[config.mk]
export PLATFORM = sky130hd
export DESIGN_NAME = i2s_rx_packer
export DESIGN_NICKNAME = d
export VERILOG_FILES = /design/src/rtl/i2s_rx_pkg.sv /design/src/rtl/sample_byte_serializer.sv /design/src/rtl/i2s_rx_packer.sv
export SDC_FILE = /design/constraint.sdc
export NUM_CORES = 1
export LEC_CHECK = 0
export ABC_AREA = 0
export BUFFER_PORTS_ARGS = -buffer_cell sky130_fd_sc_hd__buf_2
export CAP_MARGIN = 20
export CORE_ASPECT_RATIO = 2
export CORE_MARGIN = 5
export CORE_UTILIZATION = 40
export DETAILED_ROUTE_END_ITERATION = 8
export HOLD_SLACK_MARGIN = 0.08
export PLACE_DENSITY_LB_ADDON = 0.2
export SETUP_SLACK_MARGIN = 0.2
export SYNTH_ARGS = -nofsm -noshare
export SYNTH_HDL_FRONTEND = slang
export SYNTH_SLANG_ARGS = --single-unit
[constraint.sdc]
create_clock -name clk_i -period 1.9 [get_ports clk_i]
set_input_delay 0.19 -clock clk_i [delete_from_list [all_inputs] [get_ports clk_i]]
set_output_delay 0.19 -clock clk_i [all_outputs]
set_load 0.005 [all_outputs]
[src/rtl/i2s_rx_pkg.sv]
// i2s_rx_pkg: shared definitions for the I2S capture path.
//   cap_state_e       - capture FSM states
//   SyncDepth         - synchronizer flops ahead of the edge register
//   sample_bits_legal - accepted SAMPLE_BITS values
package i2s_rx_pkg;

    typedef enum logic [1:0] {
        StIdle,
        StSync,
        StLeft,
        StRight
    } cap_state_e;

    localparam int unsigned SyncDepth = 2;

    function automatic bit sample_bits_legal(int unsigned bits);
        return (bits == 16) || (bits == 24) || (bits == 32);
    endfunction

endpackage

[src/rtl/sample_byte_serializer.sv]
// sample_byte_serializer: holds one stereo frame and writes it out one byte
// per clock, least-significant byte first, left channel before right.
//   clk, rst_n  - clock, asynchronous active-low reset
//   load        - capture frame (only asserted while not busy)
//   frame       - {right, left}, each BYTES*8 bits wide
//   fifo_full   - downstream full; stalls output without loss
//   wr_en       - write strobe, holding & ~fifo_full
//   wr_data     - byte being written (zero when wr_en is low)
//   busy        - a frame is still held, including its last-byte cycle
module sample_byte_serializer #(
    parameter int unsigned BYTES = 3
) (
    input  logic                  clk,
    input  logic                  rst_n,
    input  logic                  load,
    input  logic [16*BYTES-1:0]   frame,
    input  logic                  fifo_full,
    output logic                  wr_en,
    output logic [7:0]            wr_data,
    output logic                  busy
);

    localparam int unsigned NumBytes = 2 * BYTES;
    localparam int unsigned IdxW     = $clog2(NumBytes);
    localparam logic [IdxW-1:0] LastIdx = IdxW'(NumBytes - 1);

    logic [16*BYTES-1:0] hold_q;
    logic [IdxW-1:0]     idx_q;
    logic                holding_q;

    assign wr_en   = holding_q & ~fifo_full;
    assign wr_data = wr_en ? hold_q[7:0] : 8'h00;
    assign busy    = holding_q;

    always_ff @(posedge clk or negedge rst_n) begin
        if (!rst_n) begin
            hold_q    <= '0;
            idx_q     <= '0;
            holding_q <= 1'b0;
        end else if (load) begin
            hold_q    <= frame;
            idx_q     <= '0;
            holding_q <= 1'b1;
        end else if (wr_en) begin
            // Shift the next byte into the low lane; index only tracks the end.
            hold_q <= hold_q >> 8;
            if (idx_q == LastIdx) begin
                holding_q <= 1'b0;
                idx_q     <= '0;
            end else begin
                idx_q <= idx_q + 1'b1;
            end
        end
    end

endmodule

[src/rtl/i2s_rx_packer.sv]
// i2s_rx_packer: I2S slave receiver. Oversamples bclk/lrck/sdata on clk_i,
// deserializes stereo frames and writes them little-endian into the out FIFO.
//   clk_i, reset_n_i        - system clock, asynchronous active-low reset
//   enable_i                - capture enable
//   i2s_bclk_i/lrck_i/sdata_i - asynchronous I2S pads (lrck 0 = left)
//   wr_out_fifo_*           - FIFO write port (clock, strobe, byte, full)
//   synced_o                - locked to frame boundaries
//   overflow_o              - sticky: completed frame dropped while busy
//   frame_err_o             - sticky: short slot seen while locked
//   frame_cnt_o             - frames accepted by the serializer, wraps
module i2s_rx_packer
    import i2s_rx_pkg::*;
#(
    parameter int unsigned SAMPLE_BITS = 24
) (
    input  logic        clk_i,
    input  logic        reset_n_i,
    input  logic        enable_i,
    input  logic        i2s_bclk_i,
    input  logic        i2s_lrck_i,
    input  logic        i2s_sdata_i,
    output logic        wr_out_fifo_clk_o,
    output logic        wr_out_fifo_en_o,
    output logic [7:0]  wr_out_fifo_data_o,
    input  logic        wr_out_fifo_full_i,
    output logic        synced_o,
    output logic        overflow_o,
    output logic        frame_err_o,
    output logic [15:0] frame_cnt_o
);

    localparam int unsigned BYTES = SAMPLE_BITS / 8;
    localparam int unsigned CntW  = $clog2(SAMPLE_BITS + 1);
    localparam logic [CntW-1:0] FullCnt = CntW'(SAMPLE_BITS);
    localparam logic [CntW-1:0] LastCnt = CntW'(SAMPLE_BITS - 1);

    if (!sample_bits_legal(SAMPLE_BITS)) begin : g_bad_sample_bits
        $error("SAMPLE_BITS must be 16, 24 or 32");
    end

    assign wr_out_fifo_clk_o = clk_i;

    // Pad synchronizers: all three pads see the same depth so lrck/sdata
    // taken from the edge register line up with the bclk rising strobe.
    logic [SyncDepth-1:0][2:0] sync_q;
    logic [2:0]                edge_q;

    always_ff @(posedge clk_i or negedge reset_n_i) begin
        if (!reset_n_i) begin
            sync_q <= '0;
            edge_q <= '0;
        end else begin
            sync_q <= {sync_q[SyncDepth-2:0], {i2s_bclk_i, i2s_lrck_i, i2s_sdata_i}};
            edge_q <= sync_q[SyncDepth-1];
        end
    end

    logic bclk_rise;
    logic lrck_smp;
    logic sdata_smp;

    assign bclk_rise = sync_q[SyncDepth-1][2] & ~edge_q[2];
    assign lrck_smp  = edge_q[1];
    assign sdata_smp = edge_q[0];

    // Slot tracking runs regardless of enable so lrck_last_q is never stale
    // when capture starts.
    logic                   lrck_last_q;
    logic [CntW-1:0]        bit_cnt_q;
    logic [SAMPLE_BITS-1:0] shift_q;
    logic [SAMPLE_BITS-1:0] shift_next;
    logic                   bit_take;
    logic                   slot_change;
    logic                   slot_full;

    assign bit_take    = bit_cnt_q < FullCnt;
    assign slot_change = bclk_rise & (lrck_smp != lrck_last_q);
    // Counts the bit on the change strobe, which closes the previous slot.
    assign slot_full   = bit_cnt_q >= LastCnt;
    assign shift_next  = bit_take ? {shift_q[SAMPLE_BITS-2:0], sdata_smp} : shift_q;

    always_ff @(posedge clk_i or negedge reset_n_i) begin
        if (!reset_n_i) begin
            lrck_last_q <= 1'b0;
            bit_cnt_q   <= '0;
            shift_q     <= '0;
        end else if (bclk_rise) begin
            lrck_last_q <= lrck_smp;
            shift_q     <= shift_next;
            if (slot_change) begin
                bit_cnt_q <= '0;
            end else if (bit_take) begin
                bit_cnt_q <= bit_cnt_q + 1'b1;
            end
        end
    end

    // Capture FSM
    cap_state_e state_q, state_d;
    logic       latch_left;
    logic       frame_done;
    logic       slot_err;

    always_ff @(posedge clk_i or negedge reset_n_i) begin
        if (!reset_n_i) begin
            state_q <= StIdle;
        end else begin
            state_q <= state_d;
        end
    end

    always_comb begin
        state_d    = state_q;
        latch_left = 1'b0;
        frame_done = 1'b0;
        slot_err   = 1'b0;
        unique case (state_q)
            StIdle: begin
                if (enable_i) state_d = StSync;
            end
            StSync: begin
                if (slot_change && !lrck_smp) state_d = StLeft;
            end
            StLeft: begin
                if (slot_change) begin
                    if (slot_full) begin
                        latch_left = 1'b1;
                        state_d    = StRight;
                    end else begin
                        slot_err = 1'b1;
                        state_d  = StSync;
                    end
                end
            end
            StRight: begin
                if (slot_change) begin
                    if (slot_full) begin
                        frame_done = 1'b1;
                        state_d    = StLeft;
                    end else begin
                        slot_err = 1'b1;
                        state_d  = StSync;
                    end
                end
            end
            default: state_d = StIdle;
        endcase
        if (!enable_i) begin
            state_d    = StIdle;
            latch_left = 1'b0;
            frame_done = 1'b0;
            slot_err   = 1'b0;
        end
    end

    assign synced_o = (state_q == StLeft) || (state_q == StRight);

    logic [SAMPLE_BITS-1:0] left_q;
    logic                   ser_busy;
    logic                   handoff;
    logic                   overflow_q;
    logic                   frame_err_q;
    logic [15:0]            frame_cnt_q;

    // A serializer still writing its last byte counts as busy.
    assign handoff = frame_done & ~ser_busy;

    always_ff @(posedge clk_i or negedge reset_n_i) begin
        if (!reset_n_i) begin
            left_q      <= '0;
            overflow_q  <= 1'b0;
            frame_err_q <= 1'b0;
            frame_cnt_q <= '0;
        end else begin
            if (latch_left)            left_q      <= shift_next;
            if (frame_done && ser_busy) overflow_q <= 1'b1;
            if (slot_err)              frame_err_q <= 1'b1;
            if (handoff)               frame_cnt_q <= frame_cnt_q + 16'd1;
        end
    end

    assign overflow_o  = overflow_q;
    assign frame_err_o = frame_err_q;
    assign frame_cnt_o = frame_cnt_q;

    sample_byte_serializer #(
        .BYTES (BYTES)
    ) u_serializer (
        .clk       (clk_i),
        .rst_n     (reset_n_i),
        .load      (handoff),
        .frame     ({shift_next, left_q}),
        .fifo_full (wr_out_fifo_full_i),
        .wr_en     (wr_out_fifo_en_o),
        .wr_data   (wr_out_fifo_data_o),
        .busy      (ser_busy)
    );

endmodule

==> metrics.sh <==
CRITPATHKIND='flop to flop'
WORST_PIN_SLEW_NS=0.543
P_TOTAL_mW=8.37
DRIVE_ABOVE_1_SHARE_PCT=43.9
POWER_SWITCHING_mW=2.17
CORE_AREA_SQ_MM=0.0144
POST-ROUTE-MIN-PERIOD_NS=1.88
DP_HPWL_MICRONS=8670
ROUTABILITYCONGESTION=0.746
SYNTH_SEQ_CELLS=135
VIAS=4131
FINAL_ANTENNA_NET_COUNT=0
FINALCOREUTILIZATION_PCT=56.6
TIMING_HOLD_VIOLATIONS_FINAL=0
POWERDENSITY_mW_PER_MM2=1030
POSTSYNTH.TOPFLOPCELL='dfrtp_1'
FINAL_NETS=557
SYNTH_ENABLE_FLOP_CELLS=0
PLACEMENT.IO_BUFFERS=35
GRT_PASS1_WL_MICRONS=23800
CRITICAL_PATH.CELL_CHAIN='nand3b_1 > nor4_4 > nor2_4 > clkbuf_16 > a221o_1'
MAX_CAP_VIOLATIONS=0
CLK-INSERTION-DELAY-LATE_NS=0.53
SYN_TO_FINAL_GROWTH_PCT=38.7
CRITPATHSLOWESTCELL='nor4_4'
DRT_ITER0_DRC=319
FIRST_GLOBAL_VIAS=4379
POSTPLACECELLAREA_SQ_MM=0.00650
SYNTHESIZED_AREA_SQ_MM=0.00585
DATA_ARRIVAL_TIME_OF_THE_WORST_PATH_NS=2.28
RSZ0062_AT_GRT='yes'
P_INT_mW=6.20
DIE_AREA_SQ_MM=0.0173
RUN_STATUS='finished clean'
PERIOD_SHARE_PCT=98.8
GRT_UTIL_ALL_LAYERS_PCT=18.2
SYNTH_FP_NETS=466
FLOORPLAN.DIE.WIDTH_MICRONS=95.5
CLOCKPOWERSHARE_PCT=44.4
DETAIL_ROUTE.FIRST_PASS.ITERATIONS=4
SYNTHDOMINANTCELLAREASHARE_PCT=57.7
ASYNCSETRESETFLOPFRACSYNTH_PCT=100
DRT_WL_TOTAL_MICRONS=16000
TIMING_MAX_TRANSITION_VIOLATIONS_FINAL=0
IO_PINS=36
WORST-PATH-MAX-FANOUT=20
SEQUENTIALPOWERSHARE_PCT=40.2
CRIT_PATH_REQUIRED_TIME_NS=2.31
SETUP_VIOLATIONS=0
CLOCK_PIN_SLEW_ON_THE_WORST_SETUP_AND_HOLD_PATHS_NS=0.06
MAXSLEWHEADROOM_PCT=63.8
DRT-VIAS-PER-INSTANCE=5.49
VDD_IR_DROP_MAX_mV=0.700
SYNTHDISTINCTLIBCELLS=43
POWER.LEAKAGE_nW=4.00
POSTSYNTHCELLCOUNT=457
SWITCHING_SHARE_OF_POWER_PCT=25.9
FMAX_GHz=0.533
ANTENNA_FOUND_INITIAL=0
INITIAL_CORE_UTIL_PCT=40.8
REMAINING_DRC_ERRORS=0
FP.DIEH_MICRONS=181
HOLDCRITPATHCLASS='input port to asynchronous set/reset pin'
CRITPATHCAPTURETYPE='flop'
YS_WARN_COUNT=0
CLOCK_SKEW_NS=0.0125
TRITONCTS='yes'
GR-TOTAL-OVERFLOW=0
CRIT_PATH_MAX_INCR_DELAY_NS=0.43
DETAIL_ROUTE.WL_PER_CELL_MICRONS=21.2
FLOORPLAN.ROWS=62
SYNTH_AREA_LEADER_CELL='dfrtp_1'
AVERAGE_FOOTPRINT_OF_A_SYNTHESIZED_CELL_SQ_UM=12.8
YS_SEQ_AREA_SHARE_PCT=57.7
POWER.COMBINATIONAL.FRACTION_PCT=15.4
POSTLAYOUTCELLAREA_SQ_MM=0.00812
MAXIMUM_NUMBER_OF_PINS_ON_ONE_NET_BEFORE_GLOBAL_ROUTE_REPAIR=55
STARTPOINT_TYPE='flop'
ANTENNA_CELLS=0
SYNTH_AREA_LEADERS='dfrtp_1 (58%), mux2_2 (14%), a221o_1 (6.8%)'
## logic make-up (layout without fill, tap and decap cells)
family	Yosys count	after routing	share of synthesized area, %
simple gates	141	141	14.0
flops	135	135	57.7
mux	73	73	14.0
compound gates	54	54	8.51
buf+inv	32	136	2.29
xor+xnor	20	20	2.99
fa+ha+maj	2	2	0.427
## power groups by stage
stage / Clock [mW] / Combinational (mW) / Sequential, mW
2_1_floorplan: 0.0341 / 0.634 / 3.33
3_3_place_gp: 0.0229 / 0.909 / 3.38
3_5_place_dp: 0.0229 / 0.933 / 3.40
4_1_cts: 3.77 / 1.15 / 3.35
5_1_grt: 3.91 / 1.38 / 3.39
6_report: 3.72 / 1.29 / 3.37
## critical path, delay by kind of cell (launching register included)
family	cells	cell delay [ns]
AOI/OAI and AO/OA	1	0.32
buffers and inverters	1	0.22
and+or+nand+nor	3	0.83
DFF	1	0.38
## through the flow
step                worst slack [ns]  hold slack, ns  TNS [ns]  instances
global route                 -0.0143           0.232    -0.152        753
finish                        0.0232           0.194         0        753
floorplan                      0.115          -0.106         0        457
detailed placement           0.00138           0.193         0        676
global placement              0.0334           0.189         0        676
CTS                           0.0336           0.212         0        740
## worst paths after layout
| kind | from | end | slack, ns | cells past startpoint |
|---|---|---|---|---|
| setup / recovery | edge_q[2]$_DFF_PN0_ | u_serializer.hold_q[20]$_DFFE_PN0P_ | 0.02 | 5 |
| hold / removal | reset_n_i | bit_cnt_q[4]$_DFFE_PN0P_ | 0.19 | 2 |
| setup reg to reg | edge_q[2]$_DFF_PN0_ | u_serializer.hold_q[20]$_DFFE_PN0P_ | 0.02 | 5 |
| hold reg to reg | sync_q[2]$_DFF_PN0_ | sync_q[5]$_DFF_PN0_ | 0.34 | 0 |
| max in group asynchronous | reset_n_i | u_serializer.hold_q[36]$_DFFE_PN0P_ | 1.08 | 3 |
| min in group clk_i | enable_i | u_serializer.busy$_DFFE_PN0P_ | 0.26 | 4 |
## routing by layer
layer / up-vias / track usage, % / wire, microns
met1: 2171 / 19.6 / 5800
met2: 101 / 32.5 / 9170
li1: 1834 / - / -
met4: 0 / 8.84 / 579
met5: - / 0 / 0
met3: 25 / 3.75 / 443
## flip-flops by register name, summed over array words and instances (netlist names)
register,cells
frame_cnt_o,16
bit_cnt_q,5
shift_q,24
frame_err_o,1
lrck_last_q,1
u_serializer.hold_q,48
left_q,24
state_q,2
overflow_o,1
u_serializer.busy,1
u_serializer.idx_q,3
sync_q,6
edge_q,3
## area by class of cell
type                       count  area, sq um
clock inverter                12          151
clock buffer                  24          537
timing repair buffer          98         1150
tap                          192          240
sequential                   135         3380
inverter                       2         15.0
fill                        1166         6230
multi-input combinational    290         2650
## cell usage after synthesis, drive strengths merged, types with 2 or more instances
| cell | number |
|---|---|
| a21oi | 4 |
| a221o | 40 |
| a31o | 2 |
| and2 | 49 |
| buf | 7 |
| clkbuf | 23 |
| dfrtp | 135 |
| ha | 2 |
| inv | 2 |
| mux2 | 73 |
| nand2 | 33 |
| nand2b | 2 |
| nand3 | 19 |
| nand4 | 6 |
| nand4b | 2 |
| nor2 | 9 |
| nor2b | 2 |
| nor3 | 5 |
| nor4 | 6 |
| o21ai | 2 |
| xnor2 | 8 |
| xor2 | 12 |
## cell usage in the layout (no fill, tap or decap), types with 8 or more instances in the layout
cell type / Yosys / routed
nand3_1: 19 / 11
nand2_1: 33 / 30
dfrtp_1: 135 / 133
nand3_2: 0 / 8
mux2_4: 0 / 19
buf_6: 0 / 17
xor2_1: 12 / 12
buf_4: 3 / 25
mux2_2: 73 / 54
and2_1: 49 / 41
a221o_1: 40 / 40
and2_4: 0 / 8
clkbuf_16: 0 / 26
buf_2: 1 / 26
buf_12: 0 / 11
## timing repair
item                       CTS  global route
pin swaps                   13            57
hold endpoints to repair   142             0
hold buffers                 6             0
buffers inserted            16             6
gates cloned                 7             7
setup endpoints to repair   90           104
resized for setup           41            46
(Power assumes the default switching activity.)
